## src/rtl/axis_slv_rx.sv

```systemverilog
// rtl/axis_slv_rx.sv - AXI-Stream slave receiver with beat FIFO, packet byte counter and header check
module axis_slv_rx #(
  parameter int TDATA_WIDTH = 4,
  parameter int TUSER_WIDTH = 8,
  parameter int TDEST_WIDTH = 4,
  parameter int TID_WIDTH   = 4,
  parameter int FIFO_DEPTH  = 4
) (
  input  logic                     clk,
  input  logic                     reset_n,
  input  logic                     tvalid,
  output logic                     tready,
  input  logic [TDATA_WIDTH*8-1:0] tdata,
  input  logic [TDATA_WIDTH-1:0]   tstrb,
  input  logic [TDATA_WIDTH-1:0]   tkeep,
  input  logic                     tlast,
  input  logic [TID_WIDTH-1:0]     tid,
  input  logic [TDEST_WIDTH-1:0]   tdest,
  input  logic [TUSER_WIDTH-1:0]   tuser,
  output logic                     rd_valid,
  input  logic                     rd_ready,
  output logic [TDATA_WIDTH*8-1:0] rd_data,
  output logic [TDATA_WIDTH-1:0]   rd_strb,
  output logic [TDATA_WIDTH-1:0]   rd_keep,
  output logic                     rd_last,
  output logic [TID_WIDTH-1:0]     rd_id,
  output logic [TDEST_WIDTH-1:0]   rd_dest,
  output logic [TUSER_WIDTH-1:0]   rd_user,
  output logic                     pkt_done,
  output logic [15:0]              pkt_len,
  output logic                     pkt_len_ovf,
  output logic                     err_hdr,
  input  logic                     err_clr
);

  localparam int AW = $clog2(FIFO_DEPTH);
  localparam int DW = TDATA_WIDTH * 8;
  localparam int EW = DW + 2 * TDATA_WIDTH + 1 + TID_WIDTH + TDEST_WIDTH + TUSER_WIDTH;
  localparam logic [AW:0] DEPTH_C = (AW + 1)'(FIFO_DEPTH);

  typedef enum logic [0:0] {IDLE, IN_PKT} state_t;

  logic [EW-1:0]          mem [FIFO_DEPTH];
  logic [EW-1:0]          head;
  logic [AW-1:0]          wr_ptr;
  logic [AW-1:0]          rd_ptr;
  logic [AW:0]            count;
  logic                   rdy_en;
  logic                   push;
  logic                   pop;
  state_t                 state_q;
  state_t                 state_d;
  logic [TID_WIDTH-1:0]   hdr_id;
  logic [TDEST_WIDTH-1:0] hdr_dest;
  logic                   hdr_mismatch;
  logic [15:0]            byte_cnt;
  logic                   cnt_ovf;
  logic [15:0]            beat_bytes;
  logic [16:0]            sum_raw;
  logic                   sum_sat;
  logic [15:0]            sum_val;

  // rdy_en holds tready low until the first edge after reset release
  assign tready   = rdy_en && (count < DEPTH_C);
  assign rd_valid = (count != '0);
  assign push     = tvalid && tready;
  assign pop      = rd_valid && rd_ready;

  // Payload reads as zero whenever the FIFO is empty, which covers reset
  assign head = rd_valid ? mem[rd_ptr] : '0;
  assign {rd_data, rd_strb, rd_keep, rd_last, rd_id, rd_dest, rd_user} = head;

  always_ff @(posedge clk) begin
    if (push) begin
      mem[wr_ptr] <= {tdata, tstrb, tkeep, tlast, tid, tdest, tuser};
    end
  end

  always_ff @(posedge clk or negedge reset_n) begin
    if (!reset_n) begin
      rdy_en <= 1'b0;
      wr_ptr <= '0;
      rd_ptr <= '0;
      count  <= '0;
    end else begin
      rdy_en <= 1'b1;
      if (push) wr_ptr <= wr_ptr + AW'(1);
      if (pop)  rd_ptr <= rd_ptr + AW'(1);
      case ({push, pop})
        2'b10:   count <= count + (AW + 1)'(1);
        2'b01:   count <= count - (AW + 1)'(1);
        default: count <= count;
      endcase
    end
  end

  always_comb begin
    beat_bytes = '0;
    for (int i = 0; i < TDATA_WIDTH; i++) begin
      beat_bytes = beat_bytes + 16'(tkeep[i]);
    end
    sum_raw = {1'b0, byte_cnt} + {1'b0, beat_bytes};
    sum_sat = sum_raw[16];
    sum_val = sum_sat ? 16'hFFFF : sum_raw[15:0];
  end

  always_comb begin
    state_d      = state_q;
    hdr_mismatch = 1'b0;
    case (state_q)
      IDLE: begin
        if (push && !tlast) state_d = IN_PKT;
      end
      IN_PKT: begin
        hdr_mismatch = push && ((tid != hdr_id) || (tdest != hdr_dest));
        if (push && tlast) state_d = IDLE;
      end
      default: state_d = IDLE;
    endcase
  end

  always_ff @(posedge clk or negedge reset_n) begin
    if (!reset_n) begin
      state_q     <= IDLE;
      hdr_id      <= '0;
      hdr_dest    <= '0;
      byte_cnt    <= '0;
      cnt_ovf     <= 1'b0;
      pkt_done    <= 1'b0;
      pkt_len     <= '0;
      pkt_len_ovf <= 1'b0;
      err_hdr     <= 1'b0;
    end else begin
      state_q  <= state_d;
      pkt_done <= 1'b0;
      if (push && state_q == IDLE) begin
        hdr_id   <= tid;
        hdr_dest <= tdest;
      end
      if (push) begin
        if (tlast) begin
          pkt_len     <= sum_val;
          pkt_len_ovf <= cnt_ovf || sum_sat;
          pkt_done    <= 1'b1;
          byte_cnt    <= '0;
          cnt_ovf     <= 1'b0;
        end else begin
          byte_cnt <= sum_val;
          cnt_ovf  <= cnt_ovf || sum_sat;
        end
      end
      // A fresh violation wins over a same-cycle clear
      if (hdr_mismatch) begin
        err_hdr <= 1'b1;
      end else if (err_clr) begin
        err_hdr <= 1'b0;
      end
    end
  end

endmodule

```

## config.mk

```make
export PLATFORM = sky130hd
export DESIGN_NAME = axis_slv_rx
export DESIGN_NICKNAME = d
export VERILOG_FILES = /design/src/rtl/axis_slv_rx.sv
export SDC_FILE = /design/constraint.sdc
export NUM_CORES = 1
export LEC_CHECK = 0
export CORE_MARGIN = 2
export CORE_UTILIZATION = 50
export DETAILED_ROUTE_END_ITERATION = 7
export PLACE_DENSITY_LB_ADDON = 0.05
export SLEW_MARGIN = 20
export SYNTH_ARGS = -nofsm -noshare
export SYNTH_HDL_FRONTEND = slang
export SYNTH_SLANG_ARGS = --single-unit
```

## constraint.sdc

```tcl
create_clock -name clk -period 3.6 [get_ports clk]
set_input_delay 1.08 -clock clk [delete_from_list [all_inputs] [get_ports clk]]
set_output_delay 1.08 -clock clk [all_outputs]
set_load 0.01 [all_outputs]
```

=== Word-level counts from Yosys, hierarchy flattened ===
Memories as Yosys holds them, arrays and structs flattened.
Cells that the tools add are included.

* Memories: 1
* Word-level logic and storage cells: 57
* Output and inout bits: 78
* Bits in registers: 53
* Memory bits (writable): 228

{| class="wikitable"
|+ Memory list
! name !! depth !! bits a word !! rd ports !! clocked after memory_dff !! wr ports !! line !! text
|-
| mem || 4 || 57 || 1 || 0 || 1 || 43 || <nowiki>logic [EW-1:0] mem [FIFO_DEPTH];</nowiki>
|}

* Muxes and demuxes: 15
* Equality and inequality tests: 4
* Reductions and logical operators: 14
* $lt $le $gt $ge: 1
* Add/subtract/negate cells: 8
* Bitwise gates (word level): 1

{| class="wikitable"
|+ Operators by type and width
! cell !! number
|-
| 2-to-1 mux 57 bit || 1
|-
| 2-to-1 mux 16 bit || 2
|-
| adder 16 x 4 -> 17 bit || 1
|-
| 2-to-1 mux 1 bit || 10
|-
| != test 4 bit || 2
|-
| logical AND 1 bit || 7
|-
| case mux 3 bit (2 select lines) || 1
|-
| adder 2 x 1 -> 2 bit, second input constant || 2
|-
| adder 3 x 1 -> 4 bit || 1
|-
| nonzero test 2 bit || 2
|-
| adder 2 x 1 -> 3 bit || 1
|-
| adder 3 x 1 -> 3 bit, second input constant || 1
|-
| less-than comparator 3 bit, second input constant || 1
|-
| nonzero test 3 bit || 1
|-
| subtractor 3 x 1 -> 3 bit, second input constant || 1
|-
| adder 1 x 1 -> 2 bit || 1
|-
| equality test 2 x 1 -> 1 bit, second input constant || 1
|-
| equality test 2 bit, second input constant || 1
|-
| logical OR 1 bit || 2
|-
| case mux 1 bit (2 select lines) || 1
|-
| AND reduction 2 bit || 1
|-
| logical NOT 1 bit || 1
|-
| inverter 1 bit || 1
|}

=== Longest topological paths before layout ===
Gate-level depths: netlist of the first run.

* Word-level depth: 6
* Depth in mapped cells: 11
* Gate-level depth less buffers: 9

=== Least setup slack after synthesis of the first run ===
Ideal clock, no wire load.

* Kind: input to register
* Start point: input tkeep[0]
* End point: register byte_cnt[10]
* Data required time: 3537 ps
* Data arrival time: 3428 ps
* Stages: 11
* Path slack: 110 ps
* Path through: fa_1 -> inv_1 -> fa_1 -> inv_1 -> fa_1 -> nand4_1 -> or4_1 -> buf_2 -> buf_6 -> a31oi_1 -> o22a_2

* Cells in the longest elaborated chain, start to end: 6

{| class="wikitable"
|+ RTL lines
! what !! line !! text
|-
| start, declared || 15 || <nowiki>input logic [TDATA_WIDTH-1:0] tkeep,</nowiki>
|-
| adder 1 x 1 -> 2 bit || 100 || <nowiki>beat_bytes = beat_bytes + 16'(tkeep[i]);</nowiki>
|-
| adder 2 x 1 -> 3 bit || 100 ||
|-
| adder 3 x 1 -> 4 bit || 100 ||
|-
| adder 16 x 4 -> 17 bit || 102 || <nowiki>sum_raw = {1'b0, byte_cnt} + {1'b0, beat_bytes};</nowiki>
|-
| 2-to-1 mux 16 bit || 104 || <nowiki>sum_val = sum_sat ? 16'hFFFF : sum_raw[15:0];</nowiki>
|-
| 2-to-1 mux 16 bit || 141 || <nowiki>if (tlast) begin</nowiki>
|-
| end signal, assigned || 148 || <nowiki>byte_cnt <= sum_val;</nowiki>
|-
| end, declared || 56 || <nowiki>logic [15:0] byte_cnt;</nowiki>
|}

Every way passes these cells.
A chain may end at the register's enable or synchronous reset.

=== Worst setup path after layout of the first run ===
* Start point: register rd_ptr[0]
* End point: output rd_data[29]

* Cells in the longest elaborated chain, start to end: 2

{| class="wikitable"
|+ RTL lines
! what !! line !! text
|-
| start, declared || 46 || <nowiki>logic [AW-1:0] rd_ptr;</nowiki>
|-
| start signal, assigned || 88 || <nowiki>if (pop) rd_ptr <= rd_ptr + AW'(1);</nowiki>
|-
| memory (4 x 57 bit) || - ||
|-
| 2-to-1 mux 57 bit || 70 || <nowiki>assign head = rd_valid ? mem[rd_ptr] : '0;</nowiki>
|-
| end, declared || 22 || <nowiki>output logic [TDATA_WIDTH*8-1:0] rd_data,</nowiki>
|}

Every way passes these cells.

==> impl_metrics.toml, run 1 <==
[status]
status = "finished, final reports clean"

[sta]
setup_viol = 0
whs_ps = 497
worst_pin_slew_ps = 690
relSlewSlack = 0.540
rsz0062_at_grt = "yes"
skew_ps = 13.9
final-hold-violation-count = 0
finalSetupTns_ps = 0
min_period_ps = 3500
maxSlewViolCount = 0
fmax_ghz = 0.285
min_period_over_period = 0.973
fin_ws_ps = 96.9

[routing]
routed_via_density = 5.50
totalWireLength_um = 21700
vias = 6117
wl_met2_um = 10800
ant_nets = 0
dr_wl_met3_um = 1000
initialDrtViolationCount = 328
highest_layer = "met4"
routedWlPerCell_um = 19.5
met1_length_um = 9590
dr.pass1.iters = 4
drc = 0

[finish]
final_common_cell = "edfxtp_1"
drive_above_1_share = 0.200
layoutNonFillerInstCount = 1113
final_util = 0.640
diodes = 0
nNetsFinal = 878
final_area_um2 = 14400
final_cell_mix = "228 x edfxtp_1, 112 x clkdlybuf4s50_1, 59 x and2_1, 57 x mux4_2, 51 x dfrtp_1"
syn2layout_area_growth_pct = 26.1
fillCellCount = 1612

[place]
gp_congestion = 0.914
place_ws_ps = -395
io_buffers = 139
placedCellCount = 1060
place_area_um2 = 13300
hpwl_um = 13300

[synthesis]
yosys_warnings = 0
synth_top_area_share = 0.600
synthFlopType = "edfxtp_1"
synth_cells = 640
ys_seq_elements = 281
synth-edff-count = 228
syn_area_um2 = 11400
seq_area_frac_synth = 0.716
synthTopCellsByArea = "edfxtp_1 60%, dfrtp_1 12%, mux4_2 11%, and2_1 3.5%, xnor2_1 1.4%"
synthDistinctLibCells = 52
syn_area_per_cell_um2 = 17.8
yosysTopAreaCell = "edfxtp_1"
synth_nets = 712
synthArstFlopShare = 0.189

[die]
die_h_um = 155
die_width_um = 155
rows = 55
die_area_um2 = 24100
initial_core_util = 0.507
ios = 140
fp.coreArea_um2 = 22500

[global_route]
grt_max_degree = 60
track_usage = 0.187
antenna_found_initial = 0
grt_pass1_wl_um = 35100
grt_overflow_total = 0
grt_pass1_vias = 6522

[setup_path]
rr_endpoint = "count[2]"
critPathCaptureType = "output pin"
r2r_cells = 9
path_max_fanout = 20
start_kind = "register"
required_ps = 2520
r2r-start = "count[0]"
arrival_ps = 2420
r2r_setup_slack_ps = 1290
worstSetupPathType = "register to output pin"

[power]
power_leakage_nw = 5.27
powerDensity_nw_per_um2 = 752
peakVddDrop_mv = 0.396
p_total_mw = 10.8

[hold_path]
hold_start = "count[0]"
min_path_type = "register to register"
min_to = "count[0]"
hold_path_depth = 1

[clocking]
postCtsHoldBufs = 0
numCtsBuffers = 28
htree_levels = 1
clkSinkCount = 281
clk_pin_slew_ps = 60
cts-root-buf = "clkbuf_16"
tritoncts = "yes"
clkLatencyLatePin_ps = 530
clockBufferDepth = 3

[job]
maxCapViolCount = 0
how the worst max path moves through the flow:
| stage | startpoint | endpoint | slack (ps) |
|---|---|---|---|
| after floorplan | tkeep[0] | byte_cnt[10] | 110 |
| after global placement | tkeep[1] | byte_cnt[8] | -370 |
| after detailed placement | tkeep[1] | byte_cnt[8] | -400 |
| after CTS | rd_ptr[0] | rd_dest[2] | 0.6 |
| after global routing | rd_ptr[0] | rd_dest[2] | -7 |
| final | rd_ptr[0] | rd_data[29] | 100 |
synth_stat cells (all sizes together), types with 2 or more instances:
master / n
a21oi: 25
a31o: 2
a31oi: 7
and2: 63
and3: 4
and4: 5
buf: 18
clkbuf: 19
dfrtp: 53
edfxtp: 228
fa: 4
ha: 6
inv: 15
mux2: 8
mux2i: 2
mux4: 57
nand2: 17
nand3: 5
nand4: 7
nor2: 21
nor2b: 3
nor3: 6
nor4: 3
o2111ai: 3
o211ai: 3
o21ai: 13
o22a: 3
o31ai: 2
xnor2: 18
xor2: 7
power breakdown:
group          total, mW  internal (mW)  switching (mW)
clock network       3.05           1.88            1.17
logic               3.64           2.07            1.56
registers           4.14           3.93           0.208
total               10.8           7.89            2.94
worst max-delay path, cell delays in order (launching register included):
cell and delay (ps):
dfrtp_4 520, buf_12 230, mux4_2 510, and2_1 170, clkdlybuf4s50_1 470
cell families after synthesis:
| logic type | share of synthesized area |
|---|---|
| adders and majority gates | 0.0136 |
| xor gates and xnor gates | 0.0192 |
| DFF | 0.716 |
| muxes | 0.122 |
| AOI/OAI and AO/OA | 0.0361 |
| and+or+nand+nor | 0.0694 |
| other | 0.000328 |
| buffers and inverters | 0.0235 |
metal layers:
layer  track usage  vias up
met2         0.313      152
met4        0.0494        0
met1         0.260     3124
met5             0        -
li1              -     2814
met3        0.0284       27
area by class of cell:
type / count / area, um2 / area share
clock buffer: 34 / 774 / 0.0538
clock inverter: 18 / 218 / 0.0151
inverter: 15 / 63.8 / 0.00443
multi-input combinational: 307 / 2990 / 0.208
sequential: 281 / 8180 / 0.568
tap: 285 / 357 / 0.0248
timing repair buffer: 173 / 1810 / 0.126
sequential cells by signal, indices dropped and copies added, names as in the netlist, named ones only:
name         flops
pkt_done         1
pkt_len_ovf      1
mem            228
wr_ptr           2
count            3
rdy_en           1
pkt_len         16
byte_cnt        16
rd_ptr           2
hdr_id           4
cnt_ovf          1
err_hdr          1
hdr_dest         4
what timing repair did:
item	in CTS	in global routing
buffers inserted	1	0
setup endpoints to repair	48	42
resized for setup	0	31
Note: power is estimated with default switching activity, not from simulation.
==> run 2: changes to the inputs <==
HOLD_SLACK_MARGIN = 0.1   (was default)
==> results of run 2 <==
No change in the layout: final DEF, timing and power equal those of run 1.
